**config.mk**
```make
export PLATFORM = sky130hd
export DESIGN_NAME = imm_gen_stage
export DESIGN_NICKNAME = d
export VERILOG_FILES = /design/src/rtl/imm_gen_pkg.sv /design/src/rtl/imm_decode.sv /design/src/rtl/imm_gen_stage.sv
export SDC_FILE = /design/constraint.sdc
export NUM_CORES = 1
export LEC_CHECK = 0
export BUFFER_PORTS_ARGS = -buffer_cell sky130_fd_sc_hd__buf_2
export CORE_ASPECT_RATIO = 1.1
export CORE_MARGIN = 2
export CORE_UTILIZATION = 40
export CTS_CLUSTER_SIZE = 30
export DETAILED_ROUTE_END_ITERATION = 6
export PLACE_DENSITY = 0.62
export SLEW_MARGIN = 20
export SYNTH_ARGS = -nofsm -noshare
export SYNTH_HDL_FRONTEND = slang
export SYNTH_SLANG_ARGS = --single-unit
```
**constraint.sdc**
```tcl
create_clock -name clk -period 5.5 [get_ports clk]
set_clock_uncertainty 0.2 [all_clocks]
set_input_delay 1.65 -clock clk [delete_from_list [all_inputs] [get_ports clk]]
set_output_delay 1.65 -clock clk [all_outputs]
set_load 0.05 [all_outputs]
```
**src/rtl/imm_gen_pkg.sv**
```systemverilog
// Shared opcode and format constants for the immediate-generation stage.
package imm_gen_pkg;

    typedef logic [2:0] fmt_t;

    localparam logic [6:0] OPC_LOAD   = 7'b0000011;
    localparam logic [6:0] OPC_OPIMM  = 7'b0010011;
    localparam logic [6:0] OPC_JALR   = 7'b1100111;
    localparam logic [6:0] OPC_SYSTEM = 7'b1110011;
    localparam logic [6:0] OPC_STORE  = 7'b0100011;
    localparam logic [6:0] OPC_BRANCH = 7'b1100011;
    localparam logic [6:0] OPC_LUI    = 7'b0110111;
    localparam logic [6:0] OPC_AUIPC  = 7'b0010111;
    localparam logic [6:0] OPC_JAL    = 7'b1101111;
    localparam logic [6:0] OPC_OP     = 7'b0110011;

    localparam fmt_t FMT_R    = 3'd0;
    localparam fmt_t FMT_I    = 3'd1;
    localparam fmt_t FMT_S    = 3'd2;
    localparam fmt_t FMT_B    = 3'd3;
    localparam fmt_t FMT_U    = 3'd4;
    localparam fmt_t FMT_J    = 3'd5;
    localparam fmt_t FMT_NONE = 3'd7;

endpackage

```
**src/rtl/imm_decode.sv**
```systemverilog
// Combinational immediate decoder: format, sign-extended immediate and pc-relative target.
module imm_decode
    import imm_gen_pkg::*;
#(
    parameter int unsigned XLEN = 32
) (
    input  logic [31:0]     instr,
    input  logic [XLEN-1:0] pc,
    output logic [XLEN-1:0] imm,
    output logic [2:0]      fmt,
    output logic [XLEN-1:0] target,
    output logic            illegal
);

    logic [31:0] imm32;

    always_comb begin
        imm32   = '0;
        fmt     = FMT_NONE;
        illegal = 1'b0;
        case (instr[6:0])
            OPC_LOAD, OPC_OPIMM, OPC_JALR, OPC_SYSTEM: begin
                imm32 = {{20{instr[31]}}, instr[31:20]};
                fmt   = FMT_I;
            end
            OPC_STORE: begin
                imm32 = {{20{instr[31]}}, instr[31:25], instr[11:7]};
                fmt   = FMT_S;
            end
            OPC_BRANCH: begin
                imm32 = {{19{instr[31]}}, instr[31], instr[7], instr[30:25], instr[11:8], 1'b0};
                fmt   = FMT_B;
            end
            OPC_LUI, OPC_AUIPC: begin
                imm32 = {instr[31:12], 12'b0};
                fmt   = FMT_U;
            end
            OPC_JAL: begin
                imm32 = {{11{instr[31]}}, instr[31], instr[19:12], instr[20], instr[30:21], 1'b0};
                fmt   = FMT_J;
            end
            OPC_OP: begin
                fmt = FMT_R;
            end
            default: begin
                illegal = 1'b1;
            end
        endcase
    end

    // 32-bit immediate already carries instr[31] in its top bit; widen by sign.
    assign imm    = XLEN'($signed(imm32));
    assign target = pc + imm;

endmodule

```
**src/rtl/imm_gen_stage.sv**
```systemverilog
// Immediate-generation pipeline stage: decode, one output register plus one skid entry.
module imm_gen_stage
    import imm_gen_pkg::*;
#(
    parameter int unsigned XLEN  = 32,
    parameter int unsigned CNT_W = 16
) (
    input  logic             clk,
    input  logic             rst_n,
    input  logic             in_valid,
    output logic             in_ready,
    input  logic [31:0]      instr,
    input  logic [XLEN-1:0]  pc,
    output logic             out_valid,
    input  logic             out_ready,
    output logic [XLEN-1:0]  out_imm,
    output logic [2:0]       out_fmt,
    output logic [XLEN-1:0]  out_target,
    output logic             out_illegal,
    output logic [CNT_W-1:0] ill_cnt
);

    typedef struct packed {
        logic [XLEN-1:0] imm;
        logic [XLEN-1:0] target;
        logic [2:0]      fmt;
        logic            illegal;
    } beat_t;

    beat_t dec_beat;

    imm_decode #(
        .XLEN (XLEN)
    ) u_decode (
        .instr   (instr),
        .pc      (pc),
        .imm     (dec_beat.imm),
        .fmt     (dec_beat.fmt),
        .target  (dec_beat.target),
        .illegal (dec_beat.illegal)
    );

    beat_t            out_q, out_d, skid_q, skid_d;
    logic             out_valid_q, out_valid_d;
    logic             skid_full_q, skid_full_d;
    logic [CNT_W-1:0] ill_cnt_q, ill_cnt_d;
    logic             accept, drain;

    assign accept = in_valid && !skid_full_q;
    assign drain  = out_valid_q && out_ready;

    always_comb begin
        out_d       = out_q;
        out_valid_d = out_valid_q;
        skid_d      = skid_q;
        skid_full_d = skid_full_q;
        ill_cnt_d   = ill_cnt_q;

        if (drain || !out_valid_q) begin
            // A full skid blocks accept, so it is the only candidate here.
            if (skid_full_q) begin
                out_d       = skid_q;
                out_valid_d = 1'b1;
                skid_full_d = 1'b0;
            end else if (accept) begin
                out_d       = dec_beat;
                out_valid_d = 1'b1;
            end else begin
                out_valid_d = 1'b0;
            end
        end else if (accept) begin
            skid_d      = dec_beat;
            skid_full_d = 1'b1;
        end

        if (drain && out_q.illegal && (ill_cnt_q != {CNT_W{1'b1}})) begin
            ill_cnt_d = ill_cnt_q + CNT_W'(1);
        end
    end

    always_ff @(posedge clk) begin
        if (!rst_n) begin
            out_q       <= '0;
            out_valid_q <= 1'b0;
            skid_q      <= '0;
            skid_full_q <= 1'b0;
            ill_cnt_q   <= '0;
        end else begin
            out_q       <= out_d;
            out_valid_q <= out_valid_d;
            skid_q      <= skid_d;
            skid_full_q <= skid_full_d;
            ill_cnt_q   <= ill_cnt_d;
        end
    end

    assign in_ready    = !skid_full_q;
    assign out_valid   = out_valid_q;
    assign out_imm     = out_q.imm;
    assign out_fmt     = out_q.fmt;
    assign out_target  = out_q.target;
    assign out_illegal = out_q.illegal;
    assign ill_cnt     = ill_cnt_q;

endmodule

```
==> impl_metrics.env <==
export IMPL_status="finished, final reports clean"
export IMPL_hp_start="out_imm[28]"
export IMPL_yosys_top_cells_count="nand2_1 (206), dfxtp_1 (154), a21oi_1 (132), nor2_1 (112), o21ai_0 (66)"
export IMPL_syn_avg_cell_area_sq_um=7.57
export IMPL_power_density_nw_per_um2=285
export IMPL_initial_core_util=0.411
export IMPL_final_hold_violation_count=0
export IMPL_drive_gt1_frac=0.200
export IMPL_timing_final_ws_setup_ns=0.476
export IMPL_met3_length_mm=1.18
export IMPL_cts_buffers=17
export IMPL_synth_fp_nets=1186
export IMPL_pwr_share_comb=0.160
export IMPL_cts_setup_buffers=0
export IMPL_wl_met1_mm=10.6
export IMPL_finalSetupViolCount=0
export IMPL_worstMarginPinSlew_ns=1.04
export IMPL_yosys_register_bits=154
export IMPL_wl_met2_mm=11.3
export IMPL_dieHeight_microns=154
export IMPL_clock_sinks=154
export IMPL_grt_pass1_wl_mm=37.0
export IMPL_htreeDepth=4
export IMPL_ant_nets=0
export IMPL_worst_setup_path_type="primary input to register"
export IMPL_syn_to_final_growth_pct=19.0
export IMPL_synth_warnings=0
export IMPL_root_buffer="clkbuf_16"
export IMPL_grt_pass1_vias=7078
export IMPL_routed_wl_mm=23.5
export IMPL_placed_cell_area_sq_um=9200
export IMPL_post_cts_resized=0
export IMPL_rsz0062_at_grt="no"
export IMPL_switchingPower_mw=0.834
export IMPL_synth_ff_type="dfxtp_1"
export IMPL_grt_total_usage=0.214
export IMPL_crit_required_ns=5.61
export IMPL_synthDistinctLibCells=68
export IMPL_arrival_ns=5.14
export IMPL_intPower_mw=1.95
export IMPL_p_clk_frac=0.416
export IMPL_ios=154
export IMPL_ys_top_cells_by_area="dfxtp_1 (38%), nand2_1 (9.4%), a21oi_1 (8.0%)"
export IMPL_grt_remaining_overflow=0
export IMPL_cts_tree="yes"
export IMPL_port_buffers=153
export IMPL_clkTransAtPathRegs_ns=0.06
export IMPL_hpwl_mm=17.2
export IMPL_power_frac_seq=0.424
export IMPL_final_cell_area_sq_um=9780
export IMPL_min_to="out_imm[28]"
export IMPL_viasPerCell=5.27
export IMPL_routedWlPerCell_microns=16.0
export IMPL_max_freq_mhz=199
export IMPL_period_share=0.914
export IMPL_drt_first_pass_iters=5
export IMPL_synth_enable_flop_cells=0
export IMPL_hp_class="register to register"
export IMPL_r2r_end="out_imm[5]"
export IMPL_syn_cell_area_sq_um=8210
export IMPL_core_sq_um=20000
export IMPL_maxCapViolCount=0
export IMPL_end_kind="register"
export IMPL_r2r_start="skid_full_q"
export IMPL_switching_share=0.299
export IMPL_drt_initial_drc_count=471
export IMPL_yosysMostFrequentCell="nand2_1"
export IMPL_layout_nets=1307
export IMPL_grt_antenna_before_repair=1
export IMPL_synth_seq_area_share=0.375
export IMPL_top_layer="met4"
export IMPL_gp_congestion=0.970
export IMPL_power_leakage_nw=4.33
export IMPL_synthArstFlopShare=0
export IMPL_finalPower_mw=2.79
export IMPL_fp_dieW_microns=141
export IMPL_hold_buffers=0
export IMPL_yosysTopAreaCell="dfxtp_1"
export IMPL_r2r_slack_ns=2.52
export IMPL_place_ws_ns=0.0606
export IMPL_irDropWorstVdd_uv=198
export IMPL_clk_latency_ns=0.43
export IMPL_rows=54
export IMPL_crit_path_start_kind="primary input"
export IMPL_ff2ff_path_depth=7
export IMPL_ctsLongestPathBuffers=2
export IMPL_drv_slew=0
export IMPL_drt_drc_violations_left=0
export IMPL_worstPathMaxFanout=9
export IMPL_dieArea_sq_um=21700
export IMPL_relSlewSlack=0.306
export IMPL_grt_max_degree=106
export IMPL_period_needed_ns=5.02
export IMPL_holdPathStages=2
export IMPL_syn_instance_count=1085
export IMPL_fin_setup_tns_ns=0
export IMPL_num_vias=7758
export IMPL_synth_top_cell_area_share=0.375
-- placed cells by master (no fill, tap or decap), types with 6 or more instances in the layout --
master / n
nor2_1: 111
nor2b_1: 6
xor2_1: 24
o21ai_1: 12
nand3_1: 25
nand2_1: 206
a21oi_1: 132
xnor2_1: 17
dfxtp_1: 153
buf_2: 153
a211oi_1: 36
o21ai_0: 65
ha_1: 32
clkbuf_16: 17
nand4_1: 9
a31oi_1: 6
nor3_1: 12
a311oi_1: 8
buf_4: 19
mux2i_1: 6
o211ai_1: 11
a21o_1: 13
inv_1: 40
-- critical path, stage by stage --
cell	delay (ns)
buf_2	0.15
xor2_1	0.15
a31oi_1	0.17
nor2_1	0.09
or2_1	0.28
a22oi_1	0.28
inv_1	0.09
ha_1	0.36
o211ai_2	0.20
a21oi_2	0.06
o41ai_2	0.48
o21ai_1	0.17
a41oi_2	0.35
o2111ai_1	0.20
o211ai_2	0.11
xor2_1	0.24
o21ai_1	0.10
-- final cells by class --
cell class,count,area (sq um)
diodes,1,2.50
clock buffers,20,467
well taps,252,315
flip-flops and latches,154,3080
repair buffers,173,928
inverters,42,160
fillers,2049,10200
multi-input cells,818,4710
clock inverters,12,113
-- power by group through the flow --
stage	sequential, mW	combinational [mW]	clock, mW
6_report	1.18	0.447	1.16
5_1_grt	1.19	0.485	1.23
4_1_cts	1.18	0.449	1.18
3_5_place_dp	1.21	0.447	0
3_3_place_gp	1.21	0.447	0
2_1_floorplan	1.31	0.213	0
-- worst max path at each step --
stage | endpoint | cells after the start | from
6_report | out_target[28] | 17 | instr[2]
5_1_grt | out_target[28] | 17 | instr[6]
4_1_cts | out_target[24] | 17 | instr[2]
3_5_place_dp | out_target[24] | 17 | instr[4]
3_3_place_gp | out_target[24] | 17 | instr[4]
2_1_floorplan | out_target[28] | 18 | instr[1]
-- kinds of logic (layout without fill, tap and decap cells) --
logic type,after synthesis,in the layout,synth area share
DFF,154,154,0.375
other,0,1,0
muxes,6,6,0.00731
AOI/OAI and AO/OA,327,327,0.250
xor gates and xnor gates,42,42,0.0457
and+or+nand+nor,410,410,0.217
adders and majority gates,33,33,0.0512
buffers and inverters,113,247,0.0539
-- registers in the layout, indices dropped and copies added (netlist names) --
signal,cells
ill_cnt,16
out_fmt,3
out_illegal,1
out_imm,32
out_target,32
out_valid,1
skid_full_q,1
skid_q,68
-- layer usage --
metal	vias up	track usage
met3	30	0.0430
met2	184	0.355
met4	0	0.0686
li1	3981	-
met1	3563	0.282
met5	-	0
-- through the flow --
| step | hold WS (ns) | utilization | cells |
|---|---|---|---|
| global route | 0.265 | 0.489 | 1472 |
| CTS | 0.249 | 0.489 | 1471 |
| global placement | 0.238 | 0.460 | 1439 |
| finish | 0.246 | 0.489 | 1472 |
| detailed placement | 0.241 | 0.460 | 1439 |
| floorplan | 0.236 | - | 1085 |
No activity file was read; power rests on OpenSTA's default activity.
